File: src/rtl/axi_lite_tut_pkg.sv
`default_nettype none
// ============================================================================
// Module      : axi_lite_tut_pkg
// Description : Shared types and constants for the AXI4-Lite mask-record
//               demonstration block (response codes, word offsets, master
//               state encoding, mask record layout).
// Revision    : 1.0 - initial release
// ============================================================================
package axi_lite_tut_pkg;

   localparam logic [1:0] RESP_OKAY    = 2'b00;
   localparam logic [1:0] RESP_SLVERR  = 2'b10;

   // Word offsets inside one record
   localparam logic [1:0] c_WORD_CTRL  = 2'd0;
   localparam logic [1:0] c_WORD_OADDR = 2'd1;
   localparam logic [1:0] c_WORD_DATA  = 2'd2;
   localparam logic [1:0] c_WORD_LAST  = c_WORD_DATA;

   typedef enum logic [2:0] {
      ST_IDLE    = 3'd0,
      ST_WR_REQ  = 3'd1,
      ST_WR_RESP = 3'd2,
      ST_RD_REQ  = 3'd3,
      ST_RD_DATA = 3'd4,
      ST_DONE    = 3'd5
   } master_state_t;

   typedef struct packed {
      logic        valid;
      logic [4:0]  n;
      logic [31:0] oaddr;
      logic [31:0] data;
   } mask_rec_t;

   // Bus image of one record word; word 3 is unused and reads as zero
   function automatic logic [31:0] rec_to_word(input mask_rec_t rec, input logic [1:0] word);
      logic [31:0] w;
      case (word)
         c_WORD_CTRL:  w = {rec.valid, 26'b0, rec.n};
         c_WORD_OADDR: w = rec.oaddr;
         c_WORD_DATA:  w = rec.data;
         default:      w = 32'h0;
      endcase
      return w;
   endfunction

endpackage
`default_nettype wire

File: src/rtl/axi_lite_tut_slave.sv
`default_nettype none
// ============================================================================
// Module      : axi_lite_tut_slave
// Description : Four-entry AXI4-Lite mask-record register slave. Entry index
//               is AXI address [5:4], word offset is [3:2]. Every accepted
//               write word is echoed on o_s_* for one cycle.
//               Optional: AXI_LITE_TUT_SLVERR_EN makes address bits [31:6]
//               nonzero answer SLVERR with no entry update and zero read data.
// Revision    : 1.0 - initial release
// ============================================================================
module axi_lite_tut_slave (
   input  logic        clk,
   input  logic        rst_n,
   input  logic [31:0] i_awaddr,
   input  logic        i_awvalid,
   output logic        o_awready,
   input  logic [31:0] i_wdata,
   input  logic [3:0]  i_wstrb,
   input  logic        i_wvalid,
   output logic        o_wready,
   output logic [1:0]  o_bresp,
   output logic        o_bvalid,
   input  logic        i_bready,
   input  logic [31:0] i_araddr,
   input  logic        i_arvalid,
   output logic        o_arready,
   output logic [31:0] o_rdata,
   output logic [1:0]  o_rresp,
   output logic        o_rvalid,
   input  logic        i_rready,
   output logic        o_s_valid,
   output logic [31:0] o_s_addr,
   output logic [31:0] o_s_data
);
   import axi_lite_tut_pkg::*;

   mask_rec_t   r_entry [4];
   logic        r_wr_ready;
   logic        r_bvalid;
   logic [1:0]  r_bresp;
   logic        r_rd_ready;
   logic        r_rvalid;
   logic [1:0]  r_rresp;
   logic [31:0] r_rdata;
   logic        r_s_valid;
   logic [31:0] r_s_addr;
   logic [31:0] r_s_data;

   logic        w_wr_hs;
   logic        w_rd_hs;
   logic        w_aw_err;
   logic        w_ar_err;
   logic        w_unused_bits;
   logic [1:0]  w_wr_idx;
   logic [1:0]  w_wr_word;
   logic [31:0] w_wr_old;
   logic [31:0] w_wr_merged;
   logic [31:0] w_rd_word;

   assign w_wr_idx  = i_awaddr[5:4];
   assign w_wr_word = i_awaddr[3:2];
   assign w_wr_hs   = r_wr_ready & i_awvalid & i_wvalid;
   assign w_rd_hs   = r_rd_ready & i_arvalid;

`ifdef AXI_LITE_TUT_SLVERR_EN
   assign w_aw_err      = |i_awaddr[31:6];
   assign w_ar_err      = |i_araddr[31:6];
   assign w_unused_bits = ^{i_awaddr[1:0], i_araddr[1:0]};
`else
   assign w_aw_err      = 1'b0;
   assign w_ar_err      = 1'b0;
   assign w_unused_bits = ^{i_awaddr[31:6], i_awaddr[1:0], i_araddr[31:6], i_araddr[1:0]};
`endif

   // Byte-strobe merge of the incoming word onto the current entry image
   always_comb begin
      w_wr_old    = rec_to_word(r_entry[w_wr_idx], w_wr_word);
      w_wr_merged = w_wr_old;
      for (int b = 0; b < 4; b++) begin
         if (i_wstrb[b]) begin
            w_wr_merged[b*8 +: 8] = i_wdata[b*8 +: 8];
         end
      end
   end

   // Read word selection; an out-of-range address returns zero
   always_comb begin
      w_rd_word = 32'h0;
      if (!w_ar_err) begin
         w_rd_word = rec_to_word(r_entry[i_araddr[5:4]], i_araddr[3:2]);
      end
   end

   // Write channel: one-cycle AW/W ready, B response, entry update and echo
   always_ff @(posedge clk or negedge rst_n) begin
      if (!rst_n) begin
         r_wr_ready <= 1'b0;
         r_bvalid   <= 1'b0;
         r_bresp    <= RESP_OKAY;
         r_s_valid  <= 1'b0;
         r_s_addr   <= 32'h0;
         r_s_data   <= 32'h0;
         for (int e = 0; e < 4; e++) begin
            r_entry[e] <= '0;
         end
      end else begin
         r_s_valid  <= 1'b0;
         r_wr_ready <= !r_wr_ready && !r_bvalid && i_awvalid && i_wvalid;
         if (w_wr_hs) begin
            r_bvalid  <= 1'b1;
            r_bresp   <= w_aw_err ? RESP_SLVERR : RESP_OKAY;
            r_s_valid <= 1'b1;
            r_s_addr  <= i_awaddr;
            r_s_data  <= i_wdata;
            if (!w_aw_err) begin
               case (w_wr_word)
                  c_WORD_CTRL: begin
                     r_entry[w_wr_idx].valid <= w_wr_merged[31];
                     r_entry[w_wr_idx].n     <= w_wr_merged[4:0];
                  end
                  c_WORD_OADDR: r_entry[w_wr_idx].oaddr <= w_wr_merged;
                  c_WORD_DATA:  r_entry[w_wr_idx].data  <= w_wr_merged;
                  default: ;
               endcase
            end
         end else if (r_bvalid && i_bready) begin
            r_bvalid <= 1'b0;
         end
      end
   end

   // Read channel: ARREADY one cycle after ARVALID, then RVALID until RREADY
   always_ff @(posedge clk or negedge rst_n) begin
      if (!rst_n) begin
         r_rd_ready <= 1'b0;
         r_rvalid   <= 1'b0;
         r_rresp    <= RESP_OKAY;
         r_rdata    <= 32'h0;
      end else begin
         r_rd_ready <= !r_rd_ready && !r_rvalid && i_arvalid;
         if (w_rd_hs) begin
            r_rvalid <= 1'b1;
            r_rresp  <= w_ar_err ? RESP_SLVERR : RESP_OKAY;
            r_rdata  <= w_rd_word;
         end else if (r_rvalid && i_rready) begin
            r_rvalid <= 1'b0;
         end
      end
   end

   assign o_awready = r_wr_ready;
   assign o_wready  = r_wr_ready;
   assign o_bvalid  = r_bvalid;
   assign o_bresp   = r_bresp;
   assign o_arready = r_rd_ready;
   assign o_rvalid  = r_rvalid;
   assign o_rresp   = r_rresp;
   assign o_rdata   = r_rdata;
   assign o_s_valid = r_s_valid;
   assign o_s_addr  = r_s_addr;
   assign o_s_data  = r_s_data;

endmodule
`default_nettype wire

File: src/rtl/axi_lite_tut_core.sv
`default_nettype none
// ============================================================================
// Module      : axi_lite_tut_core
// Description : Command-driven AXI4-Lite master moving one mask record as
//               three words to/from the internal register slave.
//               Optional: AXI_LITE_TUT_SLVERR_EN (enables slave range check).
// Revision    : 1.0 - initial release
// ============================================================================
module axi_lite_tut_core (
   input  logic        aclk,
   input  logic        aresetn,
   input  logic        M_MASK_READ_WRITE_TRANSACTION,
   input  logic        M_MASK_START_TRANSACTION,
   input  logic [31:0] M_MASK_ADDR,
   input  logic        M_MASK_VALID,
   input  logic [4:0]  M_MASK_N,
   input  logic [31:0] M_MASK_OUTPUT_ADDR,
   input  logic [31:0] M_MASK_DATA,
   output logic        M_MASK_VALID_OUT,
   output logic [4:0]  M_MASK_N_OUT,
   output logic [31:0] M_MASK_OUTPUT_ADDR_OUT,
   output logic [31:0] M_MASK_DATA_OUT,
   output logic        M_WRITE_RESPONSE_ERROR,
   output logic        M_READY_RESPONSE_ERROR,
   output logic        S_MASK_VALID,
   output logic [31:0] S_MASK_ADDR,
   output logic [31:0] S_MASK_DATA
);
   import axi_lite_tut_pkg::*;

   master_state_t r_state;
   master_state_t w_state_nxt;

   logic        r_start_q;
   logic        r_start_qq;
   logic [27:0] r_cmd_base;
   mask_rec_t   r_cmd_rec;
   logic [1:0]  r_word;
   logic        r_stage_valid;
   logic [4:0]  r_stage_n;
   logic [31:0] r_stage_oaddr;
   logic        r_wr_err_acc;
   logic        r_rd_err_acc;
   logic        r_wr_err;
   logic        r_rd_err;
   mask_rec_t   r_out;

   logic        w_start_edge;
   logic        w_last;
   logic        w_unused_addr;
   logic [31:0] w_axaddr;
   logic [31:0] w_wdata;
   logic        w_awvalid;
   logic        w_wvalid;
   logic        w_bready;
   logic        w_arvalid;
   logic        w_rready;
   logic        w_awready;
   logic        w_wready;
   logic [1:0]  w_bresp;
   logic        w_bvalid;
   logic        w_arready;
   logic [31:0] w_rdata;
   logic [1:0]  w_rresp;
   logic        w_rvalid;
   logic        w_bresp_err;
   logic        w_rresp_err;

   assign w_start_edge  = r_start_q & ~r_start_qq;
   assign w_last        = (r_word == c_WORD_LAST);
   assign w_axaddr      = {r_cmd_base, r_word, 2'b00};
   assign w_wdata       = rec_to_word(r_cmd_rec, r_word);
   assign w_bresp_err   = (w_bresp != RESP_OKAY);
   assign w_rresp_err   = (w_rresp != RESP_OKAY);
   assign w_unused_addr = ^M_MASK_ADDR[1:0];

   // Two-stage sample of START for rising-edge detection
   always_ff @(posedge aclk or negedge aresetn) begin
      if (!aresetn) begin
         r_start_q  <= 1'b0;
         r_start_qq <= 1'b0;
      end else begin
         r_start_q  <= M_MASK_START_TRANSACTION;
         r_start_qq <= r_start_q;
      end
   end

   // Master state register
   always_ff @(posedge aclk or negedge aresetn) begin
      if (!aresetn) begin
         r_state <= ST_IDLE;
      end else begin
         r_state <= w_state_nxt;
      end
   end

   // Master next-state and AXI valid/ready decode
   always_comb begin
      w_state_nxt = r_state;
      w_awvalid   = 1'b0;
      w_wvalid    = 1'b0;
      w_bready    = 1'b0;
      w_arvalid   = 1'b0;
      w_rready    = 1'b0;
      case (r_state)
         ST_IDLE: begin
            if (w_start_edge) begin
               w_state_nxt = M_MASK_READ_WRITE_TRANSACTION ? ST_RD_REQ : ST_WR_REQ;
            end
         end
         ST_WR_REQ: begin
            w_awvalid = 1'b1;
            w_wvalid  = 1'b1;
            if (w_awready && w_wready) begin
               w_state_nxt = ST_WR_RESP;
            end
         end
         ST_WR_RESP: begin
            w_bready = 1'b1;
            if (w_bvalid) begin
               w_state_nxt = w_last ? ST_DONE : ST_WR_REQ;
            end
         end
         ST_RD_REQ: begin
            w_arvalid = 1'b1;
            if (w_arready) begin
               w_state_nxt = ST_RD_DATA;
            end
         end
         ST_RD_DATA: begin
            w_rready = 1'b1;
            if (w_rvalid) begin
               w_state_nxt = w_last ? ST_DONE : ST_RD_REQ;
            end
         end
         ST_DONE: w_state_nxt = ST_IDLE;
         default: w_state_nxt = ST_IDLE;
      endcase
   end

   // Command capture, word counter, error tracking and read-back assembly.
   // The AXI address carries record ADDR[31:4] above the entry/word bits;
   // ADDR[31:29] fold into one bit so any nonzero upper address stays
   // nonzero on the bus.
   always_ff @(posedge aclk or negedge aresetn) begin
      if (!aresetn) begin
         r_cmd_base    <= 28'h0;
         r_cmd_rec     <= '0;
         r_word        <= c_WORD_CTRL;
         r_stage_valid <= 1'b0;
         r_stage_n     <= 5'h0;
         r_stage_oaddr <= 32'h0;
         r_wr_err_acc  <= 1'b0;
         r_rd_err_acc  <= 1'b0;
         r_wr_err      <= 1'b0;
         r_rd_err      <= 1'b0;
         r_out         <= '0;
      end else begin
         if (r_state == ST_IDLE && w_start_edge) begin
            r_cmd_base      <= {|M_MASK_ADDR[31:29], M_MASK_ADDR[28:2]};
            r_cmd_rec.valid <= M_MASK_VALID;
            r_cmd_rec.n     <= M_MASK_N;
            r_cmd_rec.oaddr <= M_MASK_OUTPUT_ADDR;
            r_cmd_rec.data  <= M_MASK_DATA;
            r_word          <= c_WORD_CTRL;
            if (M_MASK_READ_WRITE_TRANSACTION) begin
               r_rd_err_acc <= 1'b0;
               r_rd_err     <= 1'b0;
            end else begin
               r_wr_err_acc <= 1'b0;
               r_wr_err     <= 1'b0;
            end
         end
         if (r_state == ST_WR_RESP && w_bvalid) begin
            r_word <= r_word + 2'd1;
            if (w_last) begin
               r_wr_err <= r_wr_err_acc | w_bresp_err;
            end else begin
               r_wr_err_acc <= r_wr_err_acc | w_bresp_err;
            end
         end
         if (r_state == ST_RD_DATA && w_rvalid) begin
            r_word <= r_word + 2'd1;
            if (r_word == c_WORD_CTRL) begin
               r_stage_valid <= w_rdata[31];
               r_stage_n     <= w_rdata[4:0];
            end
            if (r_word == c_WORD_OADDR) begin
               r_stage_oaddr <= w_rdata;
            end
            if (w_last) begin
               r_out.valid <= r_stage_valid;
               r_out.n     <= r_stage_n;
               r_out.oaddr <= r_stage_oaddr;
               r_out.data  <= w_rdata;
               r_rd_err    <= r_rd_err_acc | w_rresp_err;
            end else begin
               r_rd_err_acc <= r_rd_err_acc | w_rresp_err;
            end
         end
      end
   end

   axi_lite_tut_slave u_slave (
      .clk       (aclk),
      .rst_n     (aresetn),
      .i_awaddr  (w_axaddr),
      .i_awvalid (w_awvalid),
      .o_awready (w_awready),
      .i_wdata   (w_wdata),
      .i_wstrb   (4'hF),
      .i_wvalid  (w_wvalid),
      .o_wready  (w_wready),
      .o_bresp   (w_bresp),
      .o_bvalid  (w_bvalid),
      .i_bready  (w_bready),
      .i_araddr  (w_axaddr),
      .i_arvalid (w_arvalid),
      .o_arready (w_arready),
      .o_rdata   (w_rdata),
      .o_rresp   (w_rresp),
      .o_rvalid  (w_rvalid),
      .i_rready  (w_rready),
      .o_s_valid (S_MASK_VALID),
      .o_s_addr  (S_MASK_ADDR),
      .o_s_data  (S_MASK_DATA)
   );

   assign M_MASK_VALID_OUT       = r_out.valid;
   assign M_MASK_N_OUT           = r_out.n;
   assign M_MASK_OUTPUT_ADDR_OUT = r_out.oaddr;
   assign M_MASK_DATA_OUT        = r_out.data;
   assign M_WRITE_RESPONSE_ERROR = r_wr_err;
   assign M_READY_RESPONSE_ERROR = r_rd_err;

endmodule
`default_nettype wire

File: config.mk
export PLATFORM = sky130hd
export DESIGN_NAME = axi_lite_tut_core
export DESIGN_NICKNAME = d
export VERILOG_FILES = /design/src/rtl/axi_lite_tut_pkg.sv /design/src/rtl/axi_lite_tut_slave.sv /design/src/rtl/axi_lite_tut_core.sv
export SDC_FILE = /design/constraint.sdc
export NUM_CORES = 1
export LEC_CHECK = 0
export CAP_MARGIN = 20
export CORE_UTILIZATION = 62
export CTS_CLUSTER_SIZE = 14
export DETAILED_ROUTE_END_ITERATION = 10
export GPL_TIMING_DRIVEN = 0
export PLACE_DENSITY = 0.86
export SYNTH_ARGS = -nofsm -noshare
export SYNTH_HDL_FRONTEND = slang
export SYNTH_SLANG_ARGS = --single-unit
File: constraint.sdc
create_clock -name aclk -period 4.3 [get_ports aclk]
set_clock_uncertainty 0.1 [all_clocks]
set_input_delay 0.86 -clock aclk [delete_from_list [all_inputs] [get_ports aclk]]
set_output_delay 0.86 -clock aclk [all_outputs]
set_load 0.05 [all_outputs]
==> metrics.md <==
| Metric | Value |
|---|---|
| Synth cell types | `57` |
| # Post-CTS Setup Buffers | `0` |
| Syn Inst Count | `about 1700` |
| CTS Hold Bufs | `0` |
| Initial antenna violation count | `3` |
| Clk sink count | `around 600` |
| Die W | `202 um` |
| Final setup fails | `0` |
| Post-DRT Antenna Nets | `0` |
| Fin nets | `~2100` |
| Number of enable flip-flop cells after synthesis | `0` |
| Hold Vio Cnt, Final | `0` |
| Num CTS Buffers | `59` |
| Slew Limit Fails | `0` |
| #FFs+latches synth | `between 500 and 600` |
| Clock root cell | `clkbuf_16` |
| Register area | `14900 um2` |
| CP Max Fanout | `10` |
| Max_cap viols | `0` |
| Final wirelength | `68700 um` |
| Critical Path RT | `approximately 4.7 ns` |
| Outcome | `complete, no violations` |
| Static Leakage | `14.2 nW` |
| Total GRT Usage | `between 30% and 40%` |
| Power per cell area | `roughly 370 nW/um2` |
| Worst-Margin Slew | `about 1.1 ns` |
| CP arrival | `roughly 3.5 ns` |
| Placement Rows | `just over 70` |
| Gr ovfl total | `0` |
| Die ar. | `between 40000 and 50000 um2` |
| Vias in the first global route | `~19000` |
| Area leader, netlist | `dfrtp_1` |
| Buffers on Ports | `roughly 240` |
| Worst-Skew Late Latency | `around 0.62 ns` |
| Cell Count, Final, Fillers Out | `between 2000 and 3000` |
| Share of the synthesized area in the top cell type | `between 60% and 70%` |
| Core area | `a little under 40000 um2` |
| Initial DRC count | `~1800` |
| Fin Setup TNS | `0 ns` |
| Synth warn | `0` |
| VDD IR max | `roughly 0.35 mV` |
| R2R setup slack | `about 1.2 ns` |
| Hold Crit Class | `in2async` |
| Worst slew margin | `about a quarter` |
| Vias per inst | `between 6 and 7` |
| Worst Setup Start Kind | `flip-flop` |
| Chip height | `~200 um` |
| DR pass1 iterations | `7` |
| Worst Reg2Reg Path Length in Cells | `7` |
| TritonCTS clock tree | `done` |
| Commonest non-fill, non-tap cell in the layout | `dfrtp_1` |
| Largest net degree at the start of global routing | `133` |
| Post_cts resized | `0` |
| Mapped Area | `about 25000 um2` |
| I/O Pins | `243` |
| Total power | `11.2 mW` |
| Layout area overhead | `21.1%` |
| RSZ-0062 raised after global routing | `false` |
| Starting density of the core | `between 60% and 70%` |
| Top post-synthesis cells by area | `dfrtp_1 (60%), mux2_2 (11%), a22o_1 (9.1%)` |
| Hpwl dp | `approximately 46000 um` |
| Area of the multi-input gates | `~9000 um2` |
| GP Congestion | `about 0.9` |
| H-tree depth | `2` |
| Clock transition at path regs | `about 0.060 ns` |
| Avg Cell Area, Syn | `between 10 and 15 um2` |
| Post-synthesis sequential area ratio | `about 60%` |
| Reg2reg start | `r_word[0]` |
| First-pass GRT wire length | `about 110000 um` |
| Tmin final | `between 3 and 4 ns` |
| Residual DRC | `0` |
| Inst Count DP | `~2500` |
| # fillers | `~2300` |
| Routed WL per cell | `approximately 26 um` |
| Post-synth ARST share | `between 90% and 100%` |
| Final core occ | `about three quarters` |
| Share of cells above drive strength 1 | `25.8%` |
| Vias post-DR | `about 17000` |
| Final period util | `a little under three quarters` |
| Primary FF master, synth | `dfrtp_1` |
| Max clock buf depth | `3` |
| Max Clk Rate | `about 320 MHz` |
| Worst Setup Path Type | `reg2reg` |
| Commonest cells after routing, fill and taps aside | `dfrtp_1 (595), a22o_1 (256), clkdlybuf4s50_1 (237), mux2_2 (235), nand2_1 (134)` |
| Crit. End Element | `flip-flop` |
==> per-stage QoR <==
stage / area (um2) / setup WS (ns) / hold slack [ns]
6_report: 30000 / 1.22 / 0.124
5_1_grt: 30000 / 1.14 / 0.189
4_1_cts: 30000 / 1.42 / 0.140
3_5_place_dp: 27900 / 1.44 / 0.288
3_3_place_gp: 27800 / -22.53 / 0.283
2_1_floorplan: 24800 / 2.08 / 0.266
==> critical path: stages, from the launching register on <==
cell and delay [ns]:
dfrtp_1 0.44, inv_1 0.14, ha_1 0.17, buf_2 0.24, buf_1 0.55, a22oi_1 0.19, nor2_1 0.87, a22o_1 0.31
==> final cells by class <==
type	count	area share, %
flip-flops and latches	595	49.6
multi-input cells	955	30.0
repair buffers	243	8.42
clock buffers	84	5.81
plain buffers	145	2.55
well taps	518	2.16
clock inverters	27	0.989
inverters	32	0.401
diodes	1	0.00834
==> cell usage after synthesis, types with 3 or more instances <==
cell type and instances:
nor4_4 8, clkbuf_1 42, nand3b_1 4, o22ai_1 25, nor2_1 27, mux2_4 10, buf_4 16, or4_1 4
or3b_2 3, a22oi_1 26, buf_1 4, a222oi_1 5, ha_1 5, a221o_1 26, a2111o_1 8, inv_1 31
mux2_1 9, a211oi_2 4, nand2_1 134, buf_2 75, a31o_2 6, o21ai_0 17, mux2_2 235, dfrtp_1 595
a32oi_1 6, nand2b_1 7, a31oi_1 8, mux4_2 60, a21oi_1 5, and4_1 26, buf_6 6, a22o_1 256
==> routing by layer <==
layer / vias to the layer above / global-route usage (%) / share of wire, %
met5: - / 0 / 0.013
met1: 8946 / 45.3 / 38
li1: 7113 / - / -
met2: 1193 / 54.2 / 47
met3: 234 / 9.75 / 11
met4: 2 / 15.3 / 4.0
==> power by group <==
part	switching, mW	internal (mW)
registers	0.000504	5.60
clock network	2.20	3.18
logic	0.125	0.0969
==> kinds of logic (layout without fill, tap and decap cells) <==
family	Yosys count	count (layout)	share of synthesized area (%)
mux	316	316	17.2
fa+ha+maj	5	5	0.253
compound gates	398	398	13.6
other cells	1	3	0.0151
buf+inv	177	531	3.58
simple gates	234	234	5.26
flops	595	595	60.1
==> worst max path at each step <==
stage          startpoint  slack (ns)  cells past startpoint              endpoint
2_1_floorplan   r_word[0]        2.08                      6             flip-flop
3_3_place_gp      aresetn      -22.53                      1       M_MASK_N_OUT[1]
3_5_place_dp    r_word[0]        1.44                      8  u_slave.o_s_data[17]
4_1_cts         r_word[0]        1.42                      7             flip-flop
5_1_grt         r_word[0]        1.14                      7   u_slave.o_s_data[7]
6_report        r_word[0]        1.22                      7             flip-flop
Note: power is estimated with default switching activity, not from simulation.
